===== config.mk =====
export PLATFORM = sky130hd
export DESIGN_NAME = cjb_nbit_cntdn_v
export DESIGN_NICKNAME = d
export VERILOG_FILES = /design/src/rtl/cjb_nbit_cntdn_v.sv
export SDC_FILE = /design/constraint.sdc
export NUM_CORES = 1
export LEC_CHECK = 0
export BUFFER_PORTS_ARGS = -buffer_cell sky130_fd_sc_hd__buf_2
export CORE_MARGIN = 4
export CORE_UTILIZATION = 45
export DETAILED_ROUTE_END_ITERATION = 10
export GPL_TIMING_DRIVEN = 0
export PLACE_DENSITY = 0.75
export SETUP_SLACK_MARGIN = 0.3
export SLEW_MARGIN = 10
export SYNTH_ARGS = -nofsm -noshare
export SYNTH_HDL_FRONTEND = slang
export SYNTH_SLANG_ARGS = --single-unit

===== constraint.sdc =====
create_clock -name clock -period 4.4 [get_ports clock]
set_clock_uncertainty 0.05 [all_clocks]
set_input_delay 0.22 -clock clock [delete_from_list [all_inputs] [get_ports clock]]
set_output_delay 0.22 -clock clock [all_outputs]
set_load 0.05 [all_outputs]

===== src/rtl/cjb_nbit_cntdn_v.sv =====
// Loadable n-bit down-counter with one-shot and auto-reload modes.
// It has an IDLE/RUN/DONE control FSM and a registered terminal-count pulse.
module cjb_nbit_cntdn_v #(
  parameter int n = 8
) (
  input  logic         clock,
  input  logic         reset,
  input  logic [n-1:0] d,
  input  logic         ld,
  input  logic         start,
  input  logic         cntdn,
  input  logic         reload,
  input  logic         ack,
  output logic [n-1:0] q,
  output logic         busy,
  output logic         done,
  output logic         tc,
  output logic [1:0]   dbg_state
);

  typedef enum logic [1:0] {
    IDLE = 2'd0,
    RUN  = 2'd1,
    DONE = 2'd2
  } state_t;

  state_t       state;
  logic [n-1:0] rv;

  // Control inputs are level-sampled on every rising edge; there is no
  // valid/ready handshake. ld wins over start/ack, and start/ack win over cntdn.
  always_ff @(posedge clock or negedge reset) begin
    if (!reset) begin
      q     <= '0;
      rv    <= '0;
      tc    <= 1'b0;
      state <= IDLE;
    end else begin
      tc <= 1'b0;
      if (ld) begin
        q     <= d;
        rv    <= d;
        state <= IDLE;
      end else begin
        case (state)
          IDLE: begin
            if (start) begin
              if (rv != '0) begin
                q     <= rv;
                state <= RUN;
              end else begin
                q     <= '0;
                state <= DONE;
                tc    <= 1'b1;
              end
            end
          end
          RUN: begin
            if (cntdn) begin
              // q<=1 is terminal, so RUN can never wrap below zero.
              if (q > n'(1)) begin
                q <= q - n'(1);
              end else if (reload) begin
                q  <= rv;
                tc <= 1'b1;
              end else begin
                q     <= '0;
                state <= DONE;
                tc    <= 1'b1;
              end
            end
          end
          DONE: begin
            q <= '0;
            if (ack) state <= IDLE;
          end
          default: state <= IDLE;
        endcase
      end
    end
  end

  assign busy      = (state == RUN);
  assign done      = (state == DONE);
  assign dbg_state = state;

endmodule


==> summary.txt <==
Critical Path Fanout Max = 8
initial detailed-routing violation count = 49
category of the critical setup timing path = flip-flop to flip-flop
global placement routability congestion = 0.825
post-layout utilization of the core = 56.9%
top_reg_cell synth = sky130_fd_sc_hd__dfrtp_1
Yosys warning count = 0
cell types with the largest area share after synthesis = sky130_fd_sc_hd__dfrtp_1 38%, sky130_fd_sc_hd__mux2_2 6.4%, sky130_fd_sc_hd__ha_1 5.1%, sky130_fd_sc_hd__mux2i_1 4.9%, sky130_fd_sc_hd__a22oi_1 3.6%
Inserted Clock Buffers = 3
layout cell share with drive strength beyond 1 = 32.0%
pin count of the biggest net entering global routing = 20
Layout Area Growth over Synthesis = 17.0%
count of inserted antenna diode cells = 0
Residual DRC = 0
cell type contributing the most total cell area after synthesis = sky130_fd_sc_hd__dfrtp_1
total length of routed met3 wires = 137 um
sequential element share of the synthesized area = 38.4%
transition time of the tightest slew-check pin = 0.894 ns
count of different cell masters after synthesis = 42
synthesis-stage register bit count = 19
endpoint arrival time on the critical path = 2.58 ns
average vias per placed instance = 5.78
Pre-Repair DR Iteration Count = 4
met1 WL = 1280 um
worst hold slack = 0.0947 ns
netlist area before placement = 1240 sq um
startpoint class of the critical path = flip-flop
full die area = 3650 sq um
Hold WC Path Type = input port to flip-flop
average wire per cell in the routed design = 16.4 um
total negative setup slack = 0 ns
global-route usage over all layers = 17.9%
pre-CTS setup slack = 1.99 ns
Power, Total = 1.14 mW
vias in the first global route = 1064
number of cells traversed by the worst register-to-register path = 6
number of ports placed on the die boundary = 28
core area = 2540 sq um
count of maximum capacitance violations = 0
result of the run = complete, no violations
count of buffers inserted at the top-level ports = 27
grt total ovfl = 0
routed wire length = 3000 um
Initial Util = 48.6%
standard cell with the maximum stage delay on the critical path = sky130_fd_sc_hd__a31oi_1
capture point of the worst reg-to-reg path = q[7]
count of nets after finishing = 174
Placement Rows = 18
global-route wire length before repair = 4840 um
Commonest cells post-synth = 19 x sky130_fd_sc_hd__dfrtp_1, 10 x sky130_fd_sc_hd__inv_1, 7 x sky130_fd_sc_hd__mux2_2
half-perimeter wire length of the detailed placement result = 2250 um
clock slew at the register clock pins of the worst setup and hold paths = 0.12 ns
fraction of synthesized cell area taken by the top area cell type = 38.4%
Clock Latency Late Sink = 0.30 ns
Max Clk Rate = 0.407 GHz
clock net sink count = 19
deepest clock path buffer count = 2
total vias in the final route = 1058
mean instance size in the synthesized netlist = 10.2 sq um
CTS tree = yes
# H-tree levels = 1
Final min period = 2.46 ns
unrepaired setup endpoints after global routing = false
post-synthesis cell count = 121
critical path's largest stage delay = 0.70 ns
Hold Fails Final Rpt = 0
post-cts gate resize count = 0
launching instance or port of the critical path = dbg_state[1]
Worst EP required = 4.52 ns
number of flops mapped to enable cells by yosys = 0
power per unit of standard cell area = 785 nW/um^2
fraction of the cycle the final worst path needs = 55.8%
library cell with the highest instance count after synthesis = sky130_fd_sc_hd__dfrtp_1
setup slack on the worst flop-to-flop path = 1.94 ns
Reg2Reg Launch Point = dbg_state[1]
horizontal extent of the die = 60.4 um
fraction of registers with async set/reset = 100%
number of nets in the synthesized netlist = 141
number of antenna violations at the first check in global routing = 0
crit path capture = q[7]
highest metal layer with signal wires = met4
Post-DRT Antenna Nets = 0
worst-case vdd ir drop = 0.486 mV
met2 wire len = 1560 um
number of setup violations in the final report = 0
slew margin rel. = 40.1%
P_leak = 0.676 nW
type of destination of the critical path = flip-flop
Slew Limit Fails = 0
cells along the critical path = inv_1 -> ha_1 -> or3_1 -> a31oi_1 -> mux2i_1 -> o31ai_1
Die Span Y = 60.4 um
final setup slack of the worst path = 1.94 ns
CTS root buf = sky130_fd_sc_hd__clkbuf_4
==> power by group <==
group | leakage, nW | switching [mW] | total [mW] | internal (mW)
Combinational | 0.425 | 0.497 | 0.748 | 0.251
Clock | 0.0177 | 0.0576 | 0.0914 | 0.0339
Sequential | 0.233 | 0.0723 | 0.296 | 0.224
Total | 0.676 | 0.627 | 1.14 | 0.509
==> cells by family after synthesis <==
logic type,synth area share (%)
buffers and inverters,5.16
XOR/XNOR,2.12
flip-flops,38.4
AO/OA/AOI/OAI,22.6
AND/OR/NAND/NOR,15.4
multiplexers,11.2
adder cells (fa/ha/maj),5.06
==> layer usage <==
layer | GRT usage, % | vias to the layer above
met4 | 7.12 | 0
met2 | 31.3 | 24
met1 | 22.5 | 519
met3 | 2.13 | 2
met5 | 0 | -
li1 | - | 513
==> placed cells by master (no fill, tap or decap), types with 6 or more instances in the layout <==
cell	instances
sky130_fd_sc_hd__dfrtp_1	19
sky130_fd_sc_hd__inv_1	10
sky130_fd_sc_hd__nand2_1	6
sky130_fd_sc_hd__mux2_2	7
sky130_fd_sc_hd__buf_2	27
sky130_fd_sc_hd__a22oi_1	6
sky130_fd_sc_hd__mux2i_1	6
==> stage by stage <==
| stage | instances | area (sq um) |
|---|---|---|
| 3_3_place_gp | 178 | 1410 |
| 2_1_floorplan | 121 | 1240 |
| 6_report | 183 | 1450 |
| 5_1_grt | 183 | 1450 |
| 3_5_place_dp | 178 | 1410 |
| 4_1_cts | 183 | 1450 |
==> sequential cells by signal, summed over array words and instances (netlist names) <==
| register | flops |
|---|---|
| tc | 1 |
| dbg_state | 2 |
| rv | 8 |
| q | 8 |
==> worst min-delay path by stage <==
stage / from / to / slack [ns] / cells past startpoint
2_1_floorplan: reset / dbg_state[0] / -0.13 / 0
3_3_place_gp: reset / rv[5] / 0.13 / 1
3_5_place_dp: reset / rv[5] / 0.13 / 1
4_1_cts: d[5] / rv[5] / 0.09 / 3
5_1_grt: d[0] / rv[0] / 0.09 / 2
6_report: d[5] / rv[5] / 0.09 / 3
==> worst max-delay path: cells and delay by family (launching register included) <==
family | cells | cell delay (ns)
compound gates | 2 | 0.81
simple gates | 1 | 0.42
flops | 1 | 0.39
mux | 1 | 0.31
fa+ha+maj | 1 | 0.27
buf+inv | 1 | 0.09
==> timing repair <==
action                                 in CTS  in global routing
endpoints found under the hold margin      19                  0
hold buffers                                1                  0
buffers inserted                            0                  0
==> final cells by class <==
class / count / area, sq um
flip-flops and latches: 19 / 475
inverters: 10 / 37.5
plain buffers: 5 / 26.3
well taps: 30 / 37.5
multi-input cells: 87 / 698
clock inverters: 1 / 5.00
clock buffers: 3 / 22.5
repair buffers: 28 / 145
fillers: 238 / 1100
(Power assumes the default switching activity.)
